`config.mk`:
```
export PLATFORM = sky130hd
export DESIGN_NAME = ps2_receive
export DESIGN_NICKNAME = d
export VERILOG_FILES = /design/src/rtl/ps2_receive.sv
export SDC_FILE = /design/constraint.sdc
export NUM_CORES = 1
export LEC_CHECK = 0
export BUFFER_PORTS_ARGS = -buffer_cell sky130_fd_sc_hd__buf_4
export CORE_MARGIN = 5
export CORE_UTILIZATION = 29
export CTS_CLUSTER_DIAMETER = 80
export CTS_CLUSTER_SIZE = 24
export DETAILED_ROUTE_END_ITERATION = 7
export PLACE_DENSITY = 0.43
export SLEW_MARGIN = 5
export SYNTH_ARGS = -nofsm -noshare
export SYNTH_HDL_FRONTEND = slang
export SYNTH_SLANG_ARGS = --single-unit
export TNS_END_PERCENT = 30
```
`constraint.sdc`:
```
create_clock -name qzt_clk -period 4.9 [get_ports qzt_clk]
set_input_delay 1.225 -clock qzt_clk [delete_from_list [all_inputs] [get_ports qzt_clk]]
set_output_delay 1.225 -clock qzt_clk [all_outputs]
set_load 0.005 [all_outputs]
```
`src/rtl/ps2_receive.sv`:
```
// PS/2 device-to-host frame receiver: filters PS2C/PS2D, captures 11-bit frames
// and reports each good byte with a one-cycle strobe or a coded error pulse.
module ps2_receive #(
    parameter int FILTER_LEN = 8,
    parameter int TIMEOUT    = 10000,
    parameter int TO_W       = 16
) (
    input  logic       qzt_clk,
    input  logic       rst_n,
    input  logic       PS2C,
    input  logic       PS2D,
    input  logic       enable,
    output logic [7:0] data,
    output logic       valid,
    output logic       err,
    output logic [1:0] err_code,
    output logic       busy,
    output logic [3:0] status
);

    localparam int FC_W = $clog2(FILTER_LEN + 1);

    typedef enum logic [1:0] {
        IDLE  = 2'd0,
        RECV  = 2'd1,
        CHECK = 2'd2
    } state_t;

    state_t            state_q, state_d;
    logic [1:0]        c_sync_q, d_sync_q;
    logic              c_filt_q, c_filt_d;
    logic              d_filt_q, d_filt_d;
    logic [FC_W-1:0]   c_cnt_q, c_cnt_d;
    logic [FC_W-1:0]   d_cnt_q, d_cnt_d;
    logic              c_prev_q;
    logic              fall;
    logic [10:0]       frame_q, frame_d;
    logic [3:0]        bit_cnt_q, bit_cnt_d;
    logic [TO_W-1:0]   to_cnt_q, to_cnt_d;
    logic [7:0]        data_q, data_d;
    logic              valid_q, valid_d;
    logic              err_q, err_d;
    logic [1:0]        err_code_q, err_code_d;
    logic              err_sticky_q, err_sticky_d;
    logic              valid_sticky_q, valid_sticky_d;

    // A filtered line only follows the synchronized input after FILTER_LEN
    // consecutive samples disagree with it.
    always_comb begin
        c_cnt_d  = '0;
        c_filt_d = c_filt_q;
        if (c_sync_q[1] != c_filt_q) begin
            if (c_cnt_q == FC_W'(FILTER_LEN - 1)) begin
                c_filt_d = c_sync_q[1];
            end else begin
                c_cnt_d = c_cnt_q + 1'b1;
            end
        end
        d_cnt_d  = '0;
        d_filt_d = d_filt_q;
        if (d_sync_q[1] != d_filt_q) begin
            if (d_cnt_q == FC_W'(FILTER_LEN - 1)) begin
                d_filt_d = d_sync_q[1];
            end else begin
                d_cnt_d = d_cnt_q + 1'b1;
            end
        end
    end

    assign fall = c_prev_q & ~c_filt_q;

    always_comb begin
        state_d        = state_q;
        frame_d        = frame_q;
        bit_cnt_d      = bit_cnt_q;
        to_cnt_d       = to_cnt_q;
        data_d         = data_q;
        valid_d        = 1'b0;
        err_d          = 1'b0;
        err_code_d     = err_code_q;
        err_sticky_d   = err_sticky_q;
        valid_sticky_d = valid_sticky_q;
        case (state_q)
            IDLE: begin
                if (fall && enable) begin
                    frame_d   = {d_filt_q, frame_q[10:1]};
                    bit_cnt_d = 4'd1;
                    to_cnt_d  = '0;
                    state_d   = RECV;
                end
            end
            RECV: begin
                // Enable drop beats a fall, and a fall beats a timeout.
                if (!enable) begin
                    bit_cnt_d = 4'd0;
                    state_d   = IDLE;
                end else if (fall) begin
                    frame_d   = {d_filt_q, frame_q[10:1]};
                    bit_cnt_d = bit_cnt_q + 4'd1;
                    to_cnt_d  = '0;
                    if (bit_cnt_q == 4'd10) begin
                        state_d = CHECK;
                    end
                end else if (to_cnt_q == TO_W'(TIMEOUT - 1)) begin
                    err_d        = 1'b1;
                    err_code_d   = 2'd3;
                    err_sticky_d = 1'b1;
                    bit_cnt_d    = 4'd0;
                    state_d      = IDLE;
                end else begin
                    to_cnt_d = to_cnt_q + 1'b1;
                end
            end
            CHECK: begin
                bit_cnt_d = 4'd0;
                state_d   = IDLE;
                if (frame_q[0] != 1'b0) begin
                    err_d        = 1'b1;
                    err_code_d   = 2'd1;
                    err_sticky_d = 1'b1;
                end else if (^frame_q[9:1] != 1'b1) begin
                    err_d        = 1'b1;
                    err_code_d   = 2'd2;
                    err_sticky_d = 1'b1;
                end else if (frame_q[10] != 1'b1) begin
                    err_d        = 1'b1;
                    err_code_d   = 2'd3;
                    err_sticky_d = 1'b1;
                end else begin
                    data_d         = frame_q[8:1];
                    valid_d        = 1'b1;
                    valid_sticky_d = 1'b1;
                end
            end
            default: begin
                state_d = IDLE;
            end
        endcase
    end

    always_ff @(posedge qzt_clk or negedge rst_n) begin
        if (!rst_n) begin
            state_q        <= IDLE;
            c_sync_q       <= 2'b11;
            d_sync_q       <= 2'b11;
            c_filt_q       <= 1'b1;
            d_filt_q       <= 1'b1;
            c_cnt_q        <= '0;
            d_cnt_q        <= '0;
            c_prev_q       <= 1'b1;
            frame_q        <= '0;
            bit_cnt_q      <= '0;
            to_cnt_q       <= '0;
            data_q         <= '0;
            valid_q        <= 1'b0;
            err_q          <= 1'b0;
            err_code_q     <= '0;
            err_sticky_q   <= 1'b0;
            valid_sticky_q <= 1'b0;
        end else begin
            state_q        <= state_d;
            c_sync_q       <= {c_sync_q[0], PS2C};
            d_sync_q       <= {d_sync_q[0], PS2D};
            c_filt_q       <= c_filt_d;
            d_filt_q       <= d_filt_d;
            c_cnt_q        <= c_cnt_d;
            d_cnt_q        <= d_cnt_d;
            c_prev_q       <= c_filt_q;
            frame_q        <= frame_d;
            bit_cnt_q      <= bit_cnt_d;
            to_cnt_q       <= to_cnt_d;
            data_q         <= data_d;
            valid_q        <= valid_d;
            err_q          <= err_d;
            err_code_q     <= err_code_d;
            err_sticky_q   <= err_sticky_d;
            valid_sticky_q <= valid_sticky_d;
        end
    end

    assign data     = data_q;
    assign valid    = valid_q;
    assign err      = err_q;
    assign err_code = err_code_q;
    assign busy     = (state_q == RECV);
    assign status   = {busy, err_sticky_q, bit_cnt_q == 4'd10, valid_sticky_q};

endmodule

```
==> results of run 1 <==
## layer usage
metal	GRT usage [%]	share of wire, %	vias up
li1	-	-	1040
met3	4.43	4.5	7
met2	16.3	44	30
met1	15.3	50	999
met5	0	0	-
met4	3.43	1.4	0
## power breakdown
group	total [mW]	leakage, nW	switching (mW)	internal [mW]
Combinational	0.346	0.657	0.204	0.142
Clock	0.468	0.0951	0.217	0.251
Sequential	0.680	0.822	0.0804	0.599
Total	1.49	1.57	0.502	0.992
## sequential cells by signal, summed over array words and instances, names as in the netlist, 2 cells and up
register	count
c_sync_q	2
d_cnt_q	4
err_code	2
bit_cnt_q	4
d_sync_q	2
to_cnt_q	16
c_cnt_q	4
state_q	2
data	8
frame_q	11
## how the worst max path moves through the flow
stage | slack (ns) | start | depth (start not counted) | endpoint
5_1_grt | 2.08 | state_q[1] | 3 | busy
3_3_place_gp | 2.29 | enable | 6 | to_cnt_q[8]
4_1_cts | 2.18 | state_q[1] | 3 | busy
3_5_place_dp | 2.26 | enable | 6 | to_cnt_q[8]
2_1_floorplan | 2.65 | enable | 5 | bit_cnt_q[2]
6_report | 2.21 | state_q[1] | 3 | busy
## stage by stage
stage	power, mW	hold slack, ns	instance area [sq um]	utilization (%)	worst slack [ns]
CTS	1.52	0.358	3420	34.8	2.18
global placement	1.04	0.345	3210	32.7	2.29
global route	1.60	0.366	3420	34.8	2.08
detailed placement	1.04	0.348	3210	32.7	2.26
finish	1.49	0.357	3420	34.8	2.21
floorplan	0.935	0.345	2920	-	2.65
## cell type report
class | count | share of cell area [%]
clock inverter | 6 | 2.05
timing repair buffer | 22 | 4.83
sequential | 62 | 45.6
multi-input combinational | 205 | 37.6
clock buffer | 10 | 4.03
inverter | 9 | 0.988
tap | 133 | 4.87
## Yosys cell counts (5+ instances only)
cell type  instances  area (sq um)
ha_1               8           100
nand2_1           42           158
nor2b_1            5          31.3
nor2_1            23          86.3
o21ai_0           13          65.1
a21oi_1           13          65.1
mux2_2            11           124
xnor2_1           12           105
inv_1              9          33.8
nand3_1           16          80.1
dfstp_2            7           184
or3_1              7          43.8
nor3_1             8          40.0
dfrtp_1           55          1380
## cells by family (layout without fill, tap and decap cells)
logic type                 count (synthesis)  count (layout)  share of synthesized area [%]
buffers and inverters                     17              47                           2.61
muxes                                     12              12                           4.58
xor gates and xnor gates                  17              17                           5.82
and+or+nand+nor                          122             122                           20.1
adders and majority gates                  8               8                           3.43
DFF                                       62              62                           53.4
AOI/OAI and AO/OA                         46              46                           10.0
## layout by cell type, fill, tap and decap left out, drive strengths merged, types with 2 or more instances in the layout
cell	n
nor4	2
a21oi	13
nor3b	3
a31oi	4
o31ai	3
clkbuf	10
mux2	11
and3	4
o21ai	13
inv	10
nand3	17
or2	3
nand2	42
clkinvlp	3
o21a	2
or3	7
nand2b	2
nand4	4
nor2	23
a2bb2oi	2
nor2b	5
xnor2	13
nor3	8
xor2	3
dfstp	7
buf	22
ha	8
dfrtp	55
o41ai	2
==> impl_metrics.py, run 1 <==
metrics = {
    "worst_hold_path": {
        "worstHoldEndpoint": "c_sync_q[1]",
        "worstHoldPathType": "reg -> reg",
        "hold_depth": 0,
        "min-delay-start": "c_sync_q[0]",
    },
    "setup_path": {
        "reg2reg_depth": 6,
        "critPathRequiredTime_ns": 3.67,
        "r2r-start": "state_q[1]",
        "path_max_fanout": 13,
        "crit_chain": "inv_1 > ha_1 > buf_4",
        "end_kind": "primary output",
        "timing.rr.end": "to_cnt_q[8]",
        "cpMaxStageDelayCell": "ha_1",
        "start_kind": "flop",
        "critPathArrivalTime_ns": 1.46,
        "cpPeakStageDelay_ns": 0.44,
        "crit_type": "reg -> out",
        "crit_family": "adder cells",
        "critPathBufInv": 2,
        "rrSetupSlack_ns": 2.46,
    },
    "finish": {
        "num-nets-final": 322,
        "multiInputGateArea_sq_um": 1280,
        "drive_gt1_share_pct": 20.1,
        "ff_latch_area_sq_um": 1560,
        "antennaDiodeCount": 0,
        "final_cells": 447,
        "syn2layout_area_growth_pct": 17.0,
        "fill_cells": 1043,
    },
    "clock_network": {
        "hold_buffers": 0,
        "cts_root_buffer": "clkbuf_8",
        "post_cts_resized": 0,
        "cts.sinks": 62,
        "clockBufferDepth": 2,
        "htree_levels": 3,
        "clk_latency_ns": 0.34,
        "cts_tree": "done",
        "cts_made_buffers": 9,
        "path_clk_slew_ns": 0.08,
        "cts_setup_buffers": 0,
    },
    "synthesis": {
        "synth_ff_type": "dfrtp_1",
        "postSynthCellCount": 284,
        "synth_cell_types": 44,
        "ys_async_sr_fraction_pct": 100,
        "synth-seq-cells": 62,
        "syn-num-nets": 297,
        "synth-edff-count": 0,
        "synth_area_sq_um": 2920,
        "seq_area_frac_synth_pct": 53.4,
        "yosysWarningCount": 0,
        "syn_avg_cell_area_sq_um": 10.3,
    },
    "grt": {
        "antenna_found_initial": 0,
        "first_global_vias": 2112,
        "grt_overflow": 0,
        "grt.total_usage_pct": 11.2,
        "grt_pass1_wl_um": 10500,
        "grt_max_degree": 63,
    },
    "route": {
        "ant_nets": 0,
        "drt_drc_violations_left": 0,
        "drt_iter0_drc": 76,
        "viasPerCell": 4.64,
        "vias": 2076,
        "drt_pass1_iterations": 4,
        "post_drt_wl_per_cell_um": 13.7,
        "wl_um": 6110,
    },
    "placement": {
        "hpwlAfterDp_um": 4130,
        "dpl.cell_count": 431,
        "place_congestion": 0.766,
        "io_buffer_count": 21,
    },
    "power": {
        "max-vdd-ir-drop_v": 0.000172,
        "leakagePower_nw": 1.57,
        "power_density_nw_per_um2": 437,
    },
    "timing": {
        "finalCriticalPeriod_ns": 2.69,
        "fmax_mhz": 372,
        "slew_headroom_pct": 36.1,
        "timing.final.crit_share_pct": 54.9,
        "worst_pin_slew_ns": 0.953,
        "finalSetupViolations": 0,
        "finalHoldViolations": 0,
        "setup_tns_ns": 0,
        "slew_violations": 0,
        "finClkSkew_ns": 0.0117,
        "rsz0062_at_grt": "false",
    },
    "floorplanning": {
        "fp.coreArea_sq_um": 9820,
        "dieWidth_um": 110,
        "dieArea_sq_um": 12200,
        "dieHeight_um": 110,
        "rows": 36,
        "io_pins": 22,
        "start_util_pct": 29.8,
    },
    "run_status": {
        "status": "finished, final reports clean",
    },
    "job": {
        "maxCapViolCount": 0,
    },
}
Power figures use the tool's default switching activity.
==> run 2: changes to the inputs <==
Settings changed: PLACE_DENSITY 0.43 to 0.45.
Clock period 4.9 ns to 2.3 ns, I/O delays scaled along.
==> run 2 against run 1 <==
  * Sequential power up 110%
  * Global-route usage up 0.12 points
  * Count of clock-buffer cells in the layout down 1
  * Combinational power up 120%
  * Clock skew down 0.0051 ns
  * Flip-flop and latch count unchanged
  * First-iteration DRC count up 5.3%
  * Die area unchanged
  * Critical path type is now reg -> reg
  * Largest cell class unchanged
  * Highest routed layer unchanged
==> impl_metrics.py, run 2 (synthesis gave the netlist of run 1 again) <==
metrics = {
    "setup_path": {
        "end_kind": "flop",
        "crit_family": "compound AO/OA/AOI/OAI gates",
        "critPathRequiredTime_ns": 2.54,
        "path_max_fanout": 9,
        "cpMaxStageDelayCell": "dfrtp_1",
        "critPathBufInv": 2,
        "cpPeakStageDelay_ns": 0.37,
        "timing.rr.end": "to_cnt_q[8]",
        "crit_type": "reg -> reg",
        "crit_start": "state_q[0]",
        "critPathArrivalTime_ns": 2.31,
        "start_kind": "flop",
        "reg2reg_depth": 8,
        "r2r-start": "state_q[0]",
        "crit_chain": "inv_1 > ha_1 > nand2b_1 > a21oi_1 > o31ai_2 > buf_4 > or2_2 > o41ai_1",
        "rrSetupSlack_ns": 0.22,
        "crit_path_end": "to_cnt_q[8]",
        "crit_cells": 8,
    },
    "clock_network": {
        "cts_made_buffers": 9,
        "cts_root_buffer": "clkbuf_8",
        "htree_levels": 3,
        "path_clk_slew_ns": 0.08,
        "cts.sinks": 62,
        "cts_setup_buffers": 0,
        "clockBufferDepth": 2,
        "cts_tree": "done",
        "hold_buffers": 0,
        "clk_latency_ns": 0.35,
        "post_cts_resized": 0,
    },
    "timing": {
        "holdWs_ns": 0.123,
        "finalCriticalPeriod_ns": 2.08,
        "finClkSkew_ns": 0.00665,
        "rsz0062_at_grt": "false",
        "slew_headroom_pct": 74.1,
        "finalHoldViolations": 0,
        "finalSetupViolations": 0,
        "worst_pin_slew_ns": 0.378,
        "fmax_mhz": 482,
        "timing.final.crit_share_pct": 90.3,
        "setup_tns_ns": 0,
        "slew_violations": 0,
    },
    "route": {
        "vias": 2123,
        "wl_um": 6040,
        "viasPerCell": 4.70,
        "drt_iter0_drc": 80,
        "ant_nets": 0,
        "drt_pass1_iterations": 4,
        "drt_drc_violations_left": 0,
        "post_drt_wl_per_cell_um": 13.4,
    },
    "finish": {
        "largest_register_ffs": 16,
        "syn2layout_area_growth_pct": 18.6,
        "antennaDiodeCount": 0,
        "final_cells": 452,
        "regMostFlops": "to_cnt_q",
        "drive_gt1_share_pct": 21.3,
        "num-nets-final": 327,
        "final_cell_mix": "dfrtp_1, nand2_1, buf_4",
        "final_common_cell": "dfrtp_1",
    },
    "floorplanning": {
        "rows": 36,
        "dieWidth_um": 110,
        "dieHeight_um": 110,
        "start_util_pct": 29.8,
        "dieArea_sq_um": 12200,
        "fp.coreArea_sq_um": 9820,
        "io_pins": 22,
    },
    "job": {
        "maxCapViolCount": 0,
    },
    "grt": {
        "grt_pass1_wl_um": 10500,
        "first_global_vias": 2127,
        "grt_max_degree": 41,
        "grt.total_usage_pct": 11.3,
        "antenna_found_initial": 0,
        "grt_overflow": 0,
    },
    "power": {
        "power_density_nw_per_um2": 926,
        "leakagePower_nw": 1.61,
        "max-vdd-ir-drop_v": 0.000344,
    },
    "placement": {
        "place_congestion": 0.771,
        "hpwlAfterDp_um": 4190,
        "io_buffer_count": 21,
        "dpl.cell_count": 436,
    },
    "worst_hold_path": {
        "worstHoldPathType": "in -> async",
    },
    "run_status": {
        "status": "finished, final reports clean",
    },
}
## run 2: layout make-up
type                            instances  area [sq um]
Timing Repair Buffer                   27           215
Clock buffer                            9           124
Clock inverter                          7          81.3
Multi-Input combinational cell        205          1280
Tap cell                              133           166
Fill cell                            1021          6350
Inverter                                9          33.8
Sequential cell                        62          1560
## run 2: power by group
group	leakage, nW	switching [mW]	total (mW)	internal [mW]
clock	0.101	0.473	0.988	0.514
combinational	0.685	0.439	0.769	0.330
sequential	0.822	0.174	1.45	1.28
total	1.61	1.09	3.21	2.12
## run 2: worst min-delay path by stage
stage                           start            to  slack, ns  depth (start not counted)
after floorplan                 rst_n  bit_cnt_q[0]       0.28                          0
after global placement    d_sync_q[0]   d_sync_q[1]       0.35                          0
after detailed placement  d_sync_q[0]   d_sync_q[1]       0.35                          0
after CTS                       rst_n    d_cnt_q[2]       0.12                          1
after global routing            rst_n    d_cnt_q[2]       0.13                          1
final                           rst_n    d_cnt_q[2]       0.12                          1
## run 2: routing by layer
| metal | track usage (%) | share of wire (%) |
|---|---|---|
| met3 | 3.79 | 4.1 |
| met5 | 0 | 0 |
| met2 | 16.1 | 42 |
| met1 | 15.7 | 51 |
| met4 | 4.84 | 2.0 |
## run 2: worst reg2reg max path, stage by stage (launching register included)
cell and delay (ns):
dfrtp_1 0.37, inv_1 0.07, ha_1 0.28, nand2b_1 0.20, a21oi_1 0.23, o31ai_2 0.11, buf_4 0.17, or2_2 0.29
o41ai_1 0.24
## run 2: stage by stage
stage / area [sq um] / power [mW] / setup WS [ns] / util (%)
after global placement: 3260 / 2.24 / 0.250 / 33.2
after floorplan: 2920 / 1.99 / 0.422 / -
after global routing: 3470 / 3.42 / 0.0411 / 35.3
after detailed placement: 3260 / 2.24 / 0.241 / 33.2
final: 3470 / 3.21 / 0.223 / 35.3
after CTS: 3470 / 3.26 / 0.210 / 35.3
